[config.mk]
export PLATFORM = sky130hd
export DESIGN_NAME = activation_pwl_array
export DESIGN_NICKNAME = d
export VERILOG_FILES = /design/src/rtl/activation_pwl_array.sv
export SDC_FILE = /design/constraint.sdc
export NUM_CORES = 1
export LEC_CHECK = 0
export BUFFER_PORTS_ARGS = -buffer_cell sky130_fd_sc_hd__buf_2
export CAP_MARGIN = 10
export CORE_MARGIN = 3
export CORE_UTILIZATION = 60
export DETAILED_ROUTE_END_ITERATION = 10
export PLACE_DENSITY = 0.89
export SYNTH_ARGS = -nofsm -noshare
export SYNTH_HDL_FRONTEND = slang
export SYNTH_SLANG_ARGS = --single-unit
[constraint.sdc]
create_clock -name clk -period 5.8 [get_ports clk]
set_clock_uncertainty 0.2 [all_clocks]
set_input_delay 0.87 -clock clk [delete_from_list [all_inputs] [get_ports clk]]
set_output_delay 0.87 -clock clk [all_outputs]
set_load 0.01 [all_outputs]
[src/rtl/activation_pwl_array.sv]
// rtl/activation_pwl_array.sv - skewed per-lane activation stage (bypass/ReLU/leaky/PWL tanh) with row counter
module activation_pwl_array #(
    parameter int DWIDTH        = 8,
    parameter int LANES         = 8,
    parameter int ROWS_PER_DONE = 4
) (
    input  logic                      clk,
    input  logic                      reset,
    input  logic                      enable_activation,
    input  logic [1:0]                activation_type,
    input  logic [2:0]                leak_shift,
    input  logic                      in_data_available,
    input  logic [LANES*DWIDTH-1:0]   inp_data,
    input  logic [LANES-1:0]          validity_mask,
    input  logic                      done_clear,
    output logic [LANES*DWIDTH-1:0]   out_data,
    output logic [LANES-1:0]          out_lane_valid,
    output logic                      out_data_available,
    output logic                      done_activation
);

    localparam int CW = $clog2(ROWS_PER_DONE + 1);

    localparam logic [1:0] MODE_RELU   = 2'b00;
    localparam logic [1:0] MODE_TANH   = 2'b01;
    localparam logic [1:0] MODE_LEAKY  = 2'b10;
    localparam logic [1:0] MODE_BYPASS = 2'b11;

    localparam logic [DWIDTH-1:0]        MAX_POS  = {1'b0, {(DWIDTH-1){1'b1}}};
    localparam logic signed [DWIDTH-1:0] MOST_NEG = {1'b1, {(DWIDTH-1){1'b0}}};
    // Tanh breakpoints F/4, F/2, 3F/4 and final-segment offset 11F/16, F = 2^(DWIDTH-1)
    localparam logic [DWIDTH-1:0] BP1 = DWIDTH'(1) << (DWIDTH - 3);
    localparam logic [DWIDTH-1:0] BP2 = DWIDTH'(1) << (DWIDTH - 2);
    localparam logic [DWIDTH-1:0] BP3 = BP1 + BP2;
    localparam logic [DWIDTH-1:0] OFF = DWIDTH'(11) << (DWIDTH - 5);

    localparam logic [CW-1:0] ROW_TARGET = CW'(ROWS_PER_DONE);

    logic [LANES-2:0] skew;
    logic [LANES-1:0] lane_go;

    assign lane_go = {skew, in_data_available};

    always_ff @(posedge clk) begin
        if (reset) begin
            skew <= '0;
        end else begin
            skew <= lane_go[LANES-2:0];
        end
    end

    for (genvar g = 0; g < LANES; g++) begin : g_lane
        logic                     cap_v;
        logic signed [DWIDTH-1:0] cap_x;
        logic                     cap_m;
        logic [1:0]               cap_mode;
        logic [2:0]               cap_shift;
        logic [DWIDTH-1:0]        cap_mag;

        logic                     s1_v;
        logic signed [DWIDTH-1:0] s1_x;
        logic                     s1_m;
        logic [1:0]               s1_mode;
        logic [2:0]               s1_shift;
        logic [DWIDTH-1:0]        s1_mag;
        logic                     s1_sign;

        logic [DWIDTH-1:0]        p;
        logic [DWIDTH:0]          p_wide;
        logic signed [DWIDTH-1:0] res;

        logic                     out_v;
        logic [DWIDTH-1:0]        out_q;

        // Lane inputs and controls are captured on the lane's own skewed valid
        always_ff @(posedge clk) begin
            if (reset) begin
                cap_v     <= 1'b0;
                cap_x     <= '0;
                cap_m     <= 1'b0;
                cap_mode  <= MODE_BYPASS;
                cap_shift <= '0;
            end else begin
                cap_v <= lane_go[g];
                if (lane_go[g]) begin
                    cap_x     <= inp_data[g*DWIDTH +: DWIDTH];
                    cap_m     <= validity_mask[g];
                    cap_mode  <= enable_activation ? activation_type : MODE_BYPASS;
                    cap_shift <= leak_shift;
                end
            end
        end

        // Most-negative input saturates to F-1 so the magnitude fits DWIDTH-1 bits
        always_comb begin
            cap_mag = $unsigned(cap_x);
            if (cap_x[DWIDTH-1]) begin
                cap_mag = (cap_x == MOST_NEG) ? MAX_POS : $unsigned(-cap_x);
            end
        end

        always_ff @(posedge clk) begin
            if (reset) begin
                s1_v     <= 1'b0;
                s1_x     <= '0;
                s1_m     <= 1'b0;
                s1_mode  <= MODE_BYPASS;
                s1_shift <= '0;
                s1_mag   <= '0;
                s1_sign  <= 1'b0;
            end else begin
                s1_v <= cap_v;
                if (cap_v) begin
                    s1_x     <= cap_x;
                    s1_m     <= cap_m;
                    s1_mode  <= cap_mode;
                    s1_shift <= cap_shift;
                    s1_mag   <= cap_mag;
                    s1_sign  <= cap_x[DWIDTH-1];
                end
            end
        end

        always_comb begin
            p      = '0;
            p_wide = '0;
            if (s1_mag < BP1) begin
                p = s1_mag << 1;
            end else if (s1_mag < BP2) begin
                p = s1_mag + BP1;
            end else if (s1_mag < BP3) begin
                p = (s1_mag >> 1) + BP2;
            end else begin
                p_wide = {1'b0, s1_mag >> 2} + {1'b0, OFF};
                p      = (p_wide > {1'b0, MAX_POS}) ? MAX_POS : p_wide[DWIDTH-1:0];
            end
        end

        always_comb begin
            res = s1_x;
            case (s1_mode)
                MODE_RELU:  res = s1_x[DWIDTH-1] ? '0 : s1_x;
                MODE_LEAKY: res = s1_x[DWIDTH-1] ? (s1_x >>> s1_shift) : s1_x;
                MODE_TANH:  res = s1_sign ? -$signed(p) : $signed(p);
                default:    res = s1_x;
            endcase
            if (!s1_m) begin
                res = '0;
            end
        end

        always_ff @(posedge clk) begin
            if (reset) begin
                out_v <= 1'b0;
                out_q <= '0;
            end else begin
                out_v <= s1_v;
                if (s1_v) begin
                    out_q <= $unsigned(res);
                end
            end
        end

        assign out_data[g*DWIDTH +: DWIDTH] = out_q;
        assign out_lane_valid[g]            = out_v;
    end

    assign out_data_available = out_lane_valid[LANES-1];

    logic [CW-1:0] row_count;

    // Clear has priority over a coinciding completed row
    always_ff @(posedge clk) begin
        if (reset || done_clear) begin
            row_count       <= '0;
            done_activation <= 1'b0;
        end else if (out_data_available) begin
            if (row_count != ROW_TARGET) begin
                row_count <= row_count + CW'(1);
            end
            if (row_count >= ROW_TARGET - CW'(1)) begin
                done_activation <= 1'b1;
            end
        end
    end

endmodule

==> key figures <==
Routing
  – Detailed Route Iter0 Violations: ~1,800
  – Detailed-route via count: ~19,000
  – WL final: 54,080 um
  – 1st-pass router iterations: 6
  – Antenna-violating nets left: 0
  – Vias per inst: ~6.3
  – Avg WL per Cell: 18.09 um
  – Drt drc: 0

Final layout
  – Post-Layout Inst Area: 0.02275 mm2
  – P&R area growth vs syn: 10.07%
  – Non-filler cells, final: 2,989
  – Share of cells above drive strength 1: 0.1206
  – Final core occ: 0.6749
  – Layout Nets: 2,625
  – # fillers: ~2,600

Placement
  – Final HPWL DP: 36,790 um
  – Placed Area: roughly 0.021 mm2
  – Buffers on Ports: 155
  – Gpl congestion: 0.9298
  – Setup WS pre-CTS: 2.698 ns
  – Placed insts: 2,914

Floorplanning
  – Die width: 191.6 um
  – Core area: around 0.034 mm2
  – Full die area: roughly 0.037 mm2
  – Io pins: roughly 160
  – DIE HEIGHT: 191.6 um
  – Initial core utilization: 0.6132
  – FP Rows: 67

Yosys
  – Net Count, Synth: 2,607
  – Yosys warning total: 0
  – Primary FF master, synth: dfxtp_1
  – Syn Area/Cell: 8.299 um2
  – Number of synthesized flops with an enable pin: 0
  – Synth Instances: 2,490
  – Netlist cell types: 85
  – Top post-synthesis cells by area: dfxtp_1, mux2i_1, nor2_1
  – Area share of the largest cell type after synthesis: 0.3546
  – Post-synth ARST share: 0
  – Seq cells post-synth: between 300 and 400
  – Cell taking the most area after synthesis: dfxtp_1
  – Mapped cell area: roughly 0.021 mm2
  – Post-synthesis sequential area ratio: 0.3546

Power
  – Power Density: ~250 mW/mm2
  – Tot Pwr: 5.616 mW
  – Leak pwr: 8.399 nW
  – Peak VDD IR: 0.2147 mV

Setup path
  – CP arrival: 3.42 ns
  – FF-to-FF setup slack: ~2.6 ns
  – CP required: 6.00 ns
  – Max FO, Critical Path: 18
  – Critical Path Start Type: flop
  – Setup crit start: g_lane[7].s1_mag[5]
  – Cells on worst reg2reg path: 9
  – Critical Path End Type: flop
  – Crit Path Category: reg -> reg
  – Worst R2R Start: g_lane[7].s1_mag[5]
  – R2r endpoint: g_lane[7].out_q[7]
  – Worst setup path endpoint: g_lane[7].out_q[7]

Clock network
  – Root Driver: clkbuf_16
  – CTS Sinks: 366
  – Skew-Pair Late Insertion Delay: 0.53 ns
  – Hold Buf Count CTS: 0
  – CTS Buf Count: 40
  – CTS tree: yes
  – Clk buf depth: 3
  – Reg clk slew, reported paths: ~0.060 ns
  – Post-cts resize count: 0
  – Setup Buffers After CTS: 0
  – H-tree levels: 2

STA
  – Max_slew headroom: 0.3189
  – Final Hold Vio Count: 0
  – Unrepaired setup endpoints after global routing: false
  – Part of the cycle the worst path needs: 0.5537
  – Endpoints failing setup: 0
  – Final Max Tran Viols: 0
  – Tightest Pin Transition: 1.022 ns
  – Fin crit period: between 3 and 4 ns
  – F_max: 311.4 MHz
  – Worst hold slack: roughly 0.27 ns
  – Worst setup margin: 2.588 ns
  – Post-route setup TNS: 0 ns

Status
  – Status: finished clean

Global route
  – GRT Overall Usage: 0.2869
  – M2 GR Usage: 0.4830
  – Gr busiest metal: met2
  – Gr ovfl total: 0
  – Largest net degree at the start of global routing: 130
  – Initial antenna violation count: 3
  – M3 GR Usage: 0.03650
  – Vias in the first global route: 17,970
  – First-pass GRT wire length: 89,050 um
  – Met1 Use GR: 0.3729

Job
  – Max Cap Viol: 0

Min path
  – Hold Crit Class: reg -> reg
==> power by group <==
part	leakage, nW	internal (mW)	switching (mW)
registers	2.96	2.55	0.0587
logic	4.75	0.125	0.186
clock network	0.685	1.66	1.04
total	8.40	4.33	1.28
==> worst min path at each step <==
stage                           from               endpoint  depth (start not counted)
3_5_place_dp      g_lane[3].out_q[2]     g_lane[3].out_q[2]                          2
4_1_cts           g_lane[3].out_q[2]     g_lane[3].out_q[2]                          2
2_1_floorplan  g_lane[1].cap_mode[1]  g_lane[1].cap_mode[1]                          2
6_report          g_lane[3].out_q[2]     g_lane[3].out_q[2]                          2
5_1_grt           g_lane[0].out_q[0]     g_lane[0].out_q[0]                          2
3_3_place_gp      g_lane[0].out_q[0]     g_lane[0].out_q[0]                          2
==> synthesized netlist by cell type, types with 9 or more instances <==
master	number
ha_1	35
a21oi_1	119
and2_1	13
a22oi_1	16
nand2_1	203
o21ai_0	125
nand2b_1	38
buf_1	20
xor2_1	30
nor3_1	28
mux2_2	19
mux4_2	21
nor4_1	10
nor3b_1	12
inv_1	84
nor2_1	393
nor2b_1	34
mux2i_1	273
a211oi_1	65
dfxtp_1	366
buf_2	21
buf_4	10
or3_1	13
a31oi_1	21
xnor2_1	26
o31ai_1	34
clkbuf_1	137
a221oi_1	29
o2111ai_1	12
nand3_1	48
or2_2	9
o221ai_1	9
o211ai_1	44
o21a_1	11
==> cells by family after synthesis <==
family / synth area share
adder cells (fa/ha/maj): 0.02119
multiplexers: 0.1700
buffers and inverters: 0.05395
AND/OR/NAND/NOR: 0.1795
XOR/XNOR: 0.02373
flip-flops: 0.3546
AO/OA/AOI/OAI: 0.1970
==> layout by cell type, fill, tap and decap left out, drive strengths merged, types with 26 or more instances in the layout <==
| cell | count |
|---|---|
| mux2 | 27 |
| xor2 | 30 |
| o211ai | 44 |
| nand2b | 38 |
| a221oi | 31 |
| a21oi | 119 |
| o21ai | 130 |
| nor3 | 28 |
| clkbuf | 48 |
| xnor2 | 26 |
| nand2 | 203 |
| nor2 | 393 |
| nor2b | 34 |
| a211oi | 68 |
| dfxtp | 366 |
| buf | 164 |
| inv | 86 |
| nand3 | 48 |
| ha | 35 |
| mux2i | 273 |
| o31ai | 35 |
==> metal layers <==
layer	up-vias	wire, um
met5	-	0
met1	8918	22890
met2	736	25940
met3	141	3370
li1	8955	-
met4	0	1888
==> area by class of cell <==
| class | instances | area, um2 | share of cell area |
|---|---|---|---|
| Multi-Input combinational cell | 1844 | 12220 | 0.5374 |
| Tap cell | 448 | 560.5 | 0.02464 |
| Clock inverter | 24 | 315.3 | 0.01386 |
| Timing Repair Buffer | 164 | 865.8 | 0.03807 |
| Sequential cell | 366 | 7336 | 0.3225 |
| Clock buffer | 48 | 1092 | 0.04802 |
| Inverter | 92 | 345.3 | 0.01518 |
| Antenna cell | 3 | 7.507 | 0.0003301 |
==> critical path: stages, from the launching register on <==
cell      delay, ns
dfxtp_1        0.69
inv_1          0.20
ha_1           0.36
nand2_1        0.06
a311oi_1       0.27
a31oi_1        0.13
nor4_1         0.51
nand3_1        0.17
and4_1         0.22
o31a_1         0.28
==> state kept, by name, summed over array words and instances, names as in the netlist, 3 cells and up <==
register and count:
g_lane.s1_mode 16, g_lane.s1_shift 24, g_lane.s1_mag 64, g_lane.cap_m 8
row_count 3, g_lane.s1_x 64, g_lane.out_q 64, skew 7
g_lane.cap_shift 24, g_lane.cap_x 64, g_lane.cap_mode 16, g_lane.s1_m 8
(Power assumes the default switching activity.)
